[src/rtl/display_scan_if.sv]
// Signal bundle between the display scanner and whoever feeds it values.
// The master side supplies the value, load strobe and enables; the slave
// side (the scanner) returns the anode selects, digit code and frame pulse.
interface display_scan_if;
    logic [31:0] value_in;
    logic        load;
    logic        blank_lz;
    logic [7:0]  digit_en;
    logic [7:0]  an;
    logic [3:0]  digit_data;
    logic [2:0]  digit_idx;
    logic        frame_done;

    modport master (
        output value_in, load, blank_lz, digit_en,
        input  an, digit_data, digit_idx, frame_done
    );

    modport slave (
        input  value_in, load, blank_lz, digit_en,
        output an, digit_data, digit_idx, frame_done
    );
endinterface

[src/rtl/display_scan.sv]
// Eight-digit seven-segment scanner. A loaded value waits in a shadow
// register and is committed only when the scan wraps from digit 7 to digit 0,
// so a single frame never mixes old and new digits. Each digit slot starts
// with BLANK_CYC all-dark cycles to keep the previous digit from ghosting.
module display_scan #(
    parameter int DIGITS      = 8,
    parameter int REFRESH_DIV = 100000,
    parameter int BLANK_CYC   = 16
) (
    input logic           clk,
    input logic           rst,
    display_scan_if.slave bus
);
    localparam int CW = $clog2(REFRESH_DIV);
    localparam int DW = $clog2(DIGITS);
    localparam logic [CW-1:0] C_LAST  = CW'(REFRESH_DIV - 1);
    localparam logic [CW-1:0] C_BLANK = CW'(BLANK_CYC);
    localparam logic [DW-1:0] D_LAST  = DW'(DIGITS - 1);

    logic [CW-1:0] c;
    logic [DW-1:0] d;
    logic [31:0]   shadow;
    logic          pending;
    logic [31:0]   disp;
    logic          wrap_q;

    logic          slot_end;
    logic          frame_end;
    logic [7:0]    zero_from;
    logic          lz_blank;
    logic          visible;
    logic [3:0]    cur_nib;

    // Slot/frame boundary decode from the scan position.
    always_comb begin
        slot_end  = (c == C_LAST);
        frame_end = slot_end && (d == D_LAST);
    end

    // zero_from[i] is set when nibbles 7..i of the displayed value are all zero.
    always_comb begin
        zero_from    = '0;
        zero_from[7] = (disp[31:28] == 4'h0);
        for (int i = 6; i >= 0; i--) begin
            zero_from[i] = zero_from[i+1] && (disp[4*i +: 4] == 4'h0);
        end
    end

    // Visibility of the current slot; digit 0 is exempt from LZ blanking so 0 shows as "0".
    always_comb begin
        cur_nib  = disp[{d, 2'b00} +: 4];
        lz_blank = bus.blank_lz && (d != '0) && zero_from[d];
        visible  = bus.digit_en[d] && !lz_blank && (c >= C_BLANK);
    end

    // Scan position: slot counter and digit index.
    always_ff @(posedge clk) begin
        if (rst) begin
            c <= '0;
            d <= '0;
        end else if (slot_end) begin
            c <= '0;
            d <= frame_end ? '0 : d + 1'b1;
        end else begin
            c <= c + 1'b1;
        end
    end

    // Value capture and frame-aligned commit; a load in the wrap cycle bypasses the shadow.
    always_ff @(posedge clk) begin
        if (rst) begin
            shadow  <= '0;
            pending <= 1'b0;
            disp    <= '0;
        end else if (frame_end) begin
            if (bus.load) begin
                disp   <= bus.value_in;
                shadow <= bus.value_in;
            end else if (pending) begin
                disp <= shadow;
            end
            pending <= 1'b0;
        end else if (bus.load) begin
            shadow  <= bus.value_in;
            pending <= 1'b1;
        end
    end

    // Registered outputs; frame_done trails the wrap by one so it lines up with digit 0's first output.
    always_ff @(posedge clk) begin
        if (rst) begin
            wrap_q         <= 1'b0;
            bus.an         <= 8'hFF;
            bus.digit_data <= 4'hF;
            bus.digit_idx  <= '0;
            bus.frame_done <= 1'b0;
        end else begin
            wrap_q         <= frame_end;
            bus.frame_done <= wrap_q;
            bus.digit_idx  <= 3'(d);
            if (visible) begin
                bus.an         <= ~(8'b1 << d);
                bus.digit_data <= cur_nib;
            end else begin
                bus.an         <= 8'hFF;
                bus.digit_data <= 4'hF;
            end
        end
    end
endmodule

[src/flat_wrapper.sv]
// flat-port wrapper written by rule: the top's interface ports become plain ports
module display_scan_flat 
#(
    parameter int DIGITS      = 8,
    parameter int REFRESH_DIV = 100000,
    parameter int BLANK_CYC   = 16
)
  (clk, rst, bus_value_in, bus_load, bus_blank_lz, bus_digit_en, bus_an, bus_digit_data, bus_digit_idx, bus_frame_done);
  display_scan_if bus_i ();
  input logic clk;
  input logic rst;
  input wire logic [$bits(bus_i.value_in)-1:0] bus_value_in;
  input wire logic [$bits(bus_i.load)-1:0] bus_load;
  input wire logic [$bits(bus_i.blank_lz)-1:0] bus_blank_lz;
  input wire logic [$bits(bus_i.digit_en)-1:0] bus_digit_en;
  output wire logic [$bits(bus_i.an)-1:0] bus_an;
  output wire logic [$bits(bus_i.digit_data)-1:0] bus_digit_data;
  output wire logic [$bits(bus_i.digit_idx)-1:0] bus_digit_idx;
  output wire logic [$bits(bus_i.frame_done)-1:0] bus_frame_done;
  assign bus_i.value_in = bus_value_in;
  assign bus_i.load = bus_load;
  assign bus_i.blank_lz = bus_blank_lz;
  assign bus_i.digit_en = bus_digit_en;
  assign bus_an = bus_i.an;
  assign bus_digit_data = bus_i.digit_data;
  assign bus_digit_idx = bus_i.digit_idx;
  assign bus_frame_done = bus_i.frame_done;
  display_scan #(.DIGITS(DIGITS), .REFRESH_DIV(REFRESH_DIV), .BLANK_CYC(BLANK_CYC)) u_core (.clk(clk), .rst(rst), .bus(bus_i));
endmodule
[config.mk]
export PLATFORM = sky130hd
export DESIGN_NAME = display_scan_flat
export DESIGN_NICKNAME = d
export VERILOG_FILES = /design/src/rtl/display_scan_if.sv /design/src/rtl/display_scan.sv /design/src/flat_wrapper.sv
export SDC_FILE = /design/constraint.sdc
export NUM_CORES = 1
export LEC_CHECK = 0
export BUFFER_PORTS_ARGS = -buffer_cell sky130_fd_sc_hd__buf_2
export CAP_MARGIN = 20
export CORE_MARGIN = 3
export CORE_UTILIZATION = 35
export CTS_BUF_LIST = sky130_fd_sc_hd__clkbuf_4
export CTS_CLUSTER_SIZE = 14
export DETAILED_ROUTE_END_ITERATION = 8
export HOLD_SLACK_MARGIN = 0.12
export MAX_ROUTING_LAYER = met4
export SETUP_SLACK_MARGIN = 0.3
export SLEW_MARGIN = 20
export SYNTH_ARGS = -nofsm -noshare
export SYNTH_HDL_FRONTEND = slang
export SYNTH_SLANG_ARGS = --single-unit
[constraint.sdc]
create_clock -name clk -period 2.15 [get_ports clk]
set_input_delay 0.43 -clock clk [delete_from_list [all_inputs] [get_ports clk]]
set_output_delay 0.43 -clock clk [all_outputs]
set_load 0.01 [all_outputs]
**Word level (Yosys, flattened, before mapping)**

Index checks and enable logic that the tools add are counted.

- Flip-flop bits (word level): 102
- Bits in latches: 0
- RAM bits: 0
- ROM bits: 0
- Input bits: 44
- Output and inout port bits: 16
- Logic and storage cells: 54
- Memories kept: 0

- Add/sub/neg operators: 2
- Multipliers: 0
- Divide/modulo/power cells: 0
- Magnitude comparators: 2
- Equality and inequality tests: 2
- Shift operators: 2
- Mux-type cells: 7
- Bitwise logic cells: 2
- Reductions and logical operators: 27

Operator list:

| cell | count |
|---|---|
| $mux 32 | 2 |
| $logic_not 4->1 | 8 |
| $shiftx 32x6->4 | 1 |
| $add 17x1->17 const B | 1 |
| $eq 17x17->1 const B | 1 |
| $ge 17x5->1 const B | 1 |
| $logic_and 1x1->1 | 12 |
| $not 8->8 | 1 |
| $shl 1x3->8 const A | 1 |
| $bmux 1 s3 | 2 |
| $reduce_or 2->1 | 3 |
| $lt 3x4->1 const B | 1 |
| $add 3x1->3 const B | 1 |
| $eq 3x3->1 const B | 1 |
| $mux 3 | 1 |
| $reduce_bool 3->1 | 1 |
| $mux 1 | 2 |
| $reduce_and 2->1 | 1 |
| $reduce_bool 2->1 | 1 |
| $logic_not 1->1 | 1 |
| $not 1->1 | 1 |

**Logic depth before layout (Yosys ltp)**

- Word-level depth: 16
- Gate-level depth with buffers: 8

**Worst setup path after synthesis**

No wires, ideal clock.

- Path kind: reg-to-reg
- From: reg u_core.d[0]
- To: reg u_core.bus.an[1]
- Setup time: 0.082 ns
- Arrival: 2.013 ns
- Data required time: 2.068 ns
- Setup slack: 0.055 ns
- Stages on the path, launching flop included: 9
- Buffers on the path: 3
- Clock period less this slack: 2.095 ns
- Cell sequence: dfxtp_1 -> buf_2 -> clkbuf_1 -> inv_1 -> ha_1 -> a211oi_1 -> o2111ai_1 -> clkbuf_1 -> o2111ai_1

- Longest elaborated chain between the ends: 8
- Elaborated cells between the ends (all ways): 14

RTL lines:

| what | line | RTL |
|---|---|---|
| start, declared | display_scan.sv:21 | `logic [DW-1:0] d;` |
| start signal, assigned | display_scan.sv:63 | `d <= frame_end ? '0 : d + 1'b1;` |
| $bmux 1 s3 or $reduce_bool 3->1 (tied branches) | display_scan.sv:52 | `lz_blank = bus.blank_lz && (d != '0) && zero_from[d];` |
| $mux 1 (implied by the code) or $logic_and 1x1->1 (tied branches) | display_scan.sv:52 |  |
| $logic_and 1x1->1 | display_scan.sv:52 |  |
| $logic_not 1->1 | display_scan.sv:53 | `visible = bus.digit_en[d] && !lz_blank && (c >= C_BLANK);` |
| $logic_and 1x1->1 (2 in series) | display_scan.sv:53 |  |
| $not 1->1 (no source line) | -- |  |
| $reduce_or 2->1 (no source line) | -- |  |
| end signal, assigned | display_scan.sv:102 | `bus.an <= ~(8'b1 << d);` |
| end, declared | display_scan_if.sv:21 | `output an, digit_data, digit_idx, frame_done` |

Several ways; a longest one is shown, not always the timed one. The select of a mux whose other input is x is not followed.
A chain may end at the register's enable or synchronous reset.

**Worst setup path after layout**

- From: reg u_core.c[8]
- To: reg u_core.d[0]

- Longest elaborated chain between the ends: 3

RTL lines:

| what | line | RTL |
|---|---|---|
| start, declared | display_scan.sv:20 | `logic [CW-1:0] c;` |
| start signal, assigned | display_scan.sv:65 | `c <= c + 1'b1;` |
| $eq 17x17->1 (*) | display_scan.sv:36 | `slot_end = (c == C_LAST);` |
| $logic_and 1x1->1 | display_scan.sv:37 | `frame_end = slot_end && (d == D_LAST);` |
| $mux 3 | display_scan.sv:63 |  |

Every way passes the cells marked *; elsewhere a longest branch is shown, timed or not.

==> out/metrics.csv <==
stage;metric;value;unit
yosys;synth_top_family_by_area;multiplexers;
worst_setup_path;critPathMaxFanout;6;
route;drc;0;
sta;setup_viol;0;
power_and_ir_drop;p_leak;0.00211;uW
global_routing;grtUsageMet3;2.95;%
clock_network;cts_hold_buffers;0;
worst_setup_path;crit_type;register to register;
yosys;synth_ff_type;dfxtp_1;
clock_network;cts-root-buf;clkbuf_4;
sta;slew_headroom;62.4;%
yosys;syn_area;4280;um2
yosys;synth_mux_area_share;22.4;%
yosys;ys_ff_latch;102;
sta;post-route-period-util;93.1;%
worst_setup_path;crit_buf_inv;0;
clock_network;numCtsBuffers;9;
worst_setup_path;cp_data_arrival_time;2.38;ns
hold_path;hp-start;bus_value_in[12];
global_routing;grt_pass1_vias;3079;
sta;finalHoldViolCount;0;
die;dieArea;13600;um2
global_routing;met1_usage;19.5;%
sta;worst_clock_skew;0.00970;ns
yosys;ys_seq_area_share;47.8;%
worst_setup_path;cp.required;2.53;ns
yosys;synth-compound-area-share;4.51;%
global_routing;overflow;0;
final_layout;syn_to_final_growth;19.7;%
worst_setup_path;worstPathCellList;or4_4 > or4_4 > or4_1 > a21oi_1;
global_routing;met2_usage;22.0;%
final_layout;drive_gt1_share;32.3;%
hold_path;hold_path_class;input pin to register;
sta;final_max_slew_viol_count;0;
route;drt_iter0_markers;154;
final_layout;num-nets-final;521;
worst_setup_path;path_delay_family;simple AND/OR/NAND/NOR gates;
global_routing;antenna_found_initial;0;
global_routing;top_usage_layer;met2;
yosys;synth_edf_count;0;
yosys;syn_area_per_cell;10.7;um2
clock_network;htreeDepth;3;
worst_setup_path;endpoint_kind;register;
worst_setup_path;worst_path_largest_cell_delay;0.54;ns
route;drtAntennaViolNets;0;
sta;max_clock_freq;500;MHz
placed_design;post-dp-hpwl;6660;um
sta;worst_slew_pin_slew;0.562;ns
yosys;synth_cells;401;
worst_setup_path;cp_slowest_cell;or4_4;
clock_network;cts.sinks;102;
sta;tns;0;ns
yosys;synthXorXnorAreaFrac;2.87;%
route;firstDrtPassIters;5;
global_routing;grt_pass1_wl;15200;um
clock_network;clk_latency;0.45;ns
die;floorplan.rows;39;
route;viasPerCell;5.00;
route;wl_per_cell;15.2;um
global_routing;grt_max_degree;33;
worst_setup_path;cp-startpoint;u_core.c[8]$_SDFF_PP0_;
route;routed_wirelength;9370;um
sta;rsz0062_at_grt;true;
placed_design;portBuffers;59;
sta;fin_crit;2.00;ns
power_and_ir_drop;ir_worst_vdd;0.279;mV
global_routing;grt_usage;14.7;%
job;maxCapViolCount;0;
yosys;synth-simple-area-share;17.1;%
yosys;synth_cell_types;35;
clock_network;tritoncts;done;
yosys;yosysWarningCount;0;
die;io_pins;60;
yosys;synthAdderAreaFrac;2.34;%
die;start_util;36.7;%
worst_setup_path;crit_top_cell;or4_4;
die;dieWidth;117;um
power_and_ir_drop;power-per-cell-area;606;nW/um2
clock_network;clkSlewWorstSetupHoldPaths;0.14;ns
die;die_h;117;um
die;core-area;11700;um2
route;vias;3079;
placed_design;gp_congestion;0.842;
final_layout;fin_util;43.9;%
yosys;syn_nets;453;
worst_setup_path;r2r_start;u_core.c[8]$_SDFF_PP0_;
clock_network;cts_max_path_buffers;2;
worst_setup_path;cp-start-kind;register;
final_layout;n_antenna_cell;0;
outcome;status;complete, no violations;
yosys;synthArstFlopShare;0;%
==> report_power, final <==
group,switching [uW],total [uW],internal [uW]
Clock,594,966,372
Combinational,98.1,187,89.3
Sequential,16.1,1950,1930
Total,708,3100,2390
==> timing repair <==
| action | 4_1_cts | 5_1_grt |
|---|---|---|
| endpoints found under the setup margin | 61 | 57 |
| cloned | 2 | 1 |
| setup buffers | 6 | 0 |
| resized for setup | 9 | 5 |
==> synthesized netlist by cell type (all sizes together), types with 2 or more instances <==
library cell / count / share of area (%)
o21ai: 6 / 0.79
a22o: 2 / 0.41
xnor2: 12 / 2.5
o31ai: 2 / 0.35
dfxtp: 102 / 48
nand2: 5 / 0.44
nor4: 13 / 2.3
nand4b: 2 / 0.41
mux2: 32 / 8.4
or4: 6 / 1.2
mux2i: 37 / 8.7
a21oi: 5 / 0.59
nand4: 7 / 1.0
inv: 11 / 0.97
nand3: 8 / 0.94
clkbuf: 11 / 0.97
or3: 2 / 0.29
mux4: 10 / 5.3
nor3: 2 / 0.23
nor2: 58 / 5.1
ha: 8 / 2.3
xor2: 2 / 0.41
nor2b: 33 / 4.8
o2111ai: 9 / 1.8
buf: 11 / 1.1
==> metrics by stage <==
stage                     hold WS (ns)  worst slack (ns)  power, uW  instances  cell area (um2)
after floorplan                  0.414             0.243       2090        401             4330
after global placement           0.432             0.182       2160        592             4800
after detailed placement         0.437             0.173       2170        592             4800
after CTS                        0.229             0.158       3140        615             5070
after global routing             0.254            0.0958       3240        616             5120
final                            0.253             0.149       3100        616             5120
==> sequential cells by signal, summed over array words and instances, names as in the netlist <==
register,count
u_core.d,3
u_core.wrap_q,1
u_core.c,17
u_core.bus.frame_done,1
u_core.bus.an,8
u_core.shadow,32
u_core.disp,32
u_core.bus.digit_data,4
u_core.bus.digit_idx,3
u_core.pending,1
==> metal layers <==
metal  vias to the layer above  part of all wire, %
li1                       1551                    -
met1                      1441                   49
met3                        12                  5.3
met2                        75                   44
met5                         -                    0
met4                         0                  1.7
==> cells by family after synthesis <==
logic type | count (synthesis)
mux | 79
compound gates | 27
fa+ha+maj | 8
xor+xnor | 14
buf+inv | 33
simple gates | 138
flops | 102
==> final cells by class <==
| cell class | count | area [um2] |
|---|---|---|
| multi-input cells | 266 | 2160 |
| fillers | 1129 | 6550 |
| clock inverters | 4 | 48.8 |
| repair buffers | 79 | 557 |
| flip-flops and latches | 102 | 2050 |
| inverters | 11 | 41.3 |
| well taps | 143 | 179 |
| clock buffers | 11 | 82.6 |
==> worst reg2reg max path, cell delays in order, from the launching register on <==
cell and delay (ns):
dfxtp_4 0.37, or4_4 0.54, or4_4 0.48, or4_1 0.43, a21oi_1 0.13
==> cells in the final DEF, fill, tap and decap left out, types with 9 or more instances in the layout <==
cell	netlist	routed
o2111ai_1	9	9
xnor2_1	12	12
buf_2	5	59
inv_1	10	10
nor2b_1	33	33
nor2_1	58	58
mux2_2	32	32
mux2i_1	37	37
clkbuf_4	0	11
dfxtp_1	102	95
nor4_1	12	12
mux4_2	10	10
buf_4	0	12
==> final timing paths <==
path                                      endpoint  slack (ns)  cells after the start
hold reg to reg   u_core.bus.frame_done$_SDFF_PP0_        0.46                      1
hold / removal      u_core.shadow[12]$_SDFFE_PP0P_        0.25                      3
setup / recovery          u_core.d[0]$_SDFFE_PP0P_        0.15                      4
setup reg to reg          u_core.d[0]$_SDFFE_PP0P_        0.15                      4
(Power assumes the default switching activity.)
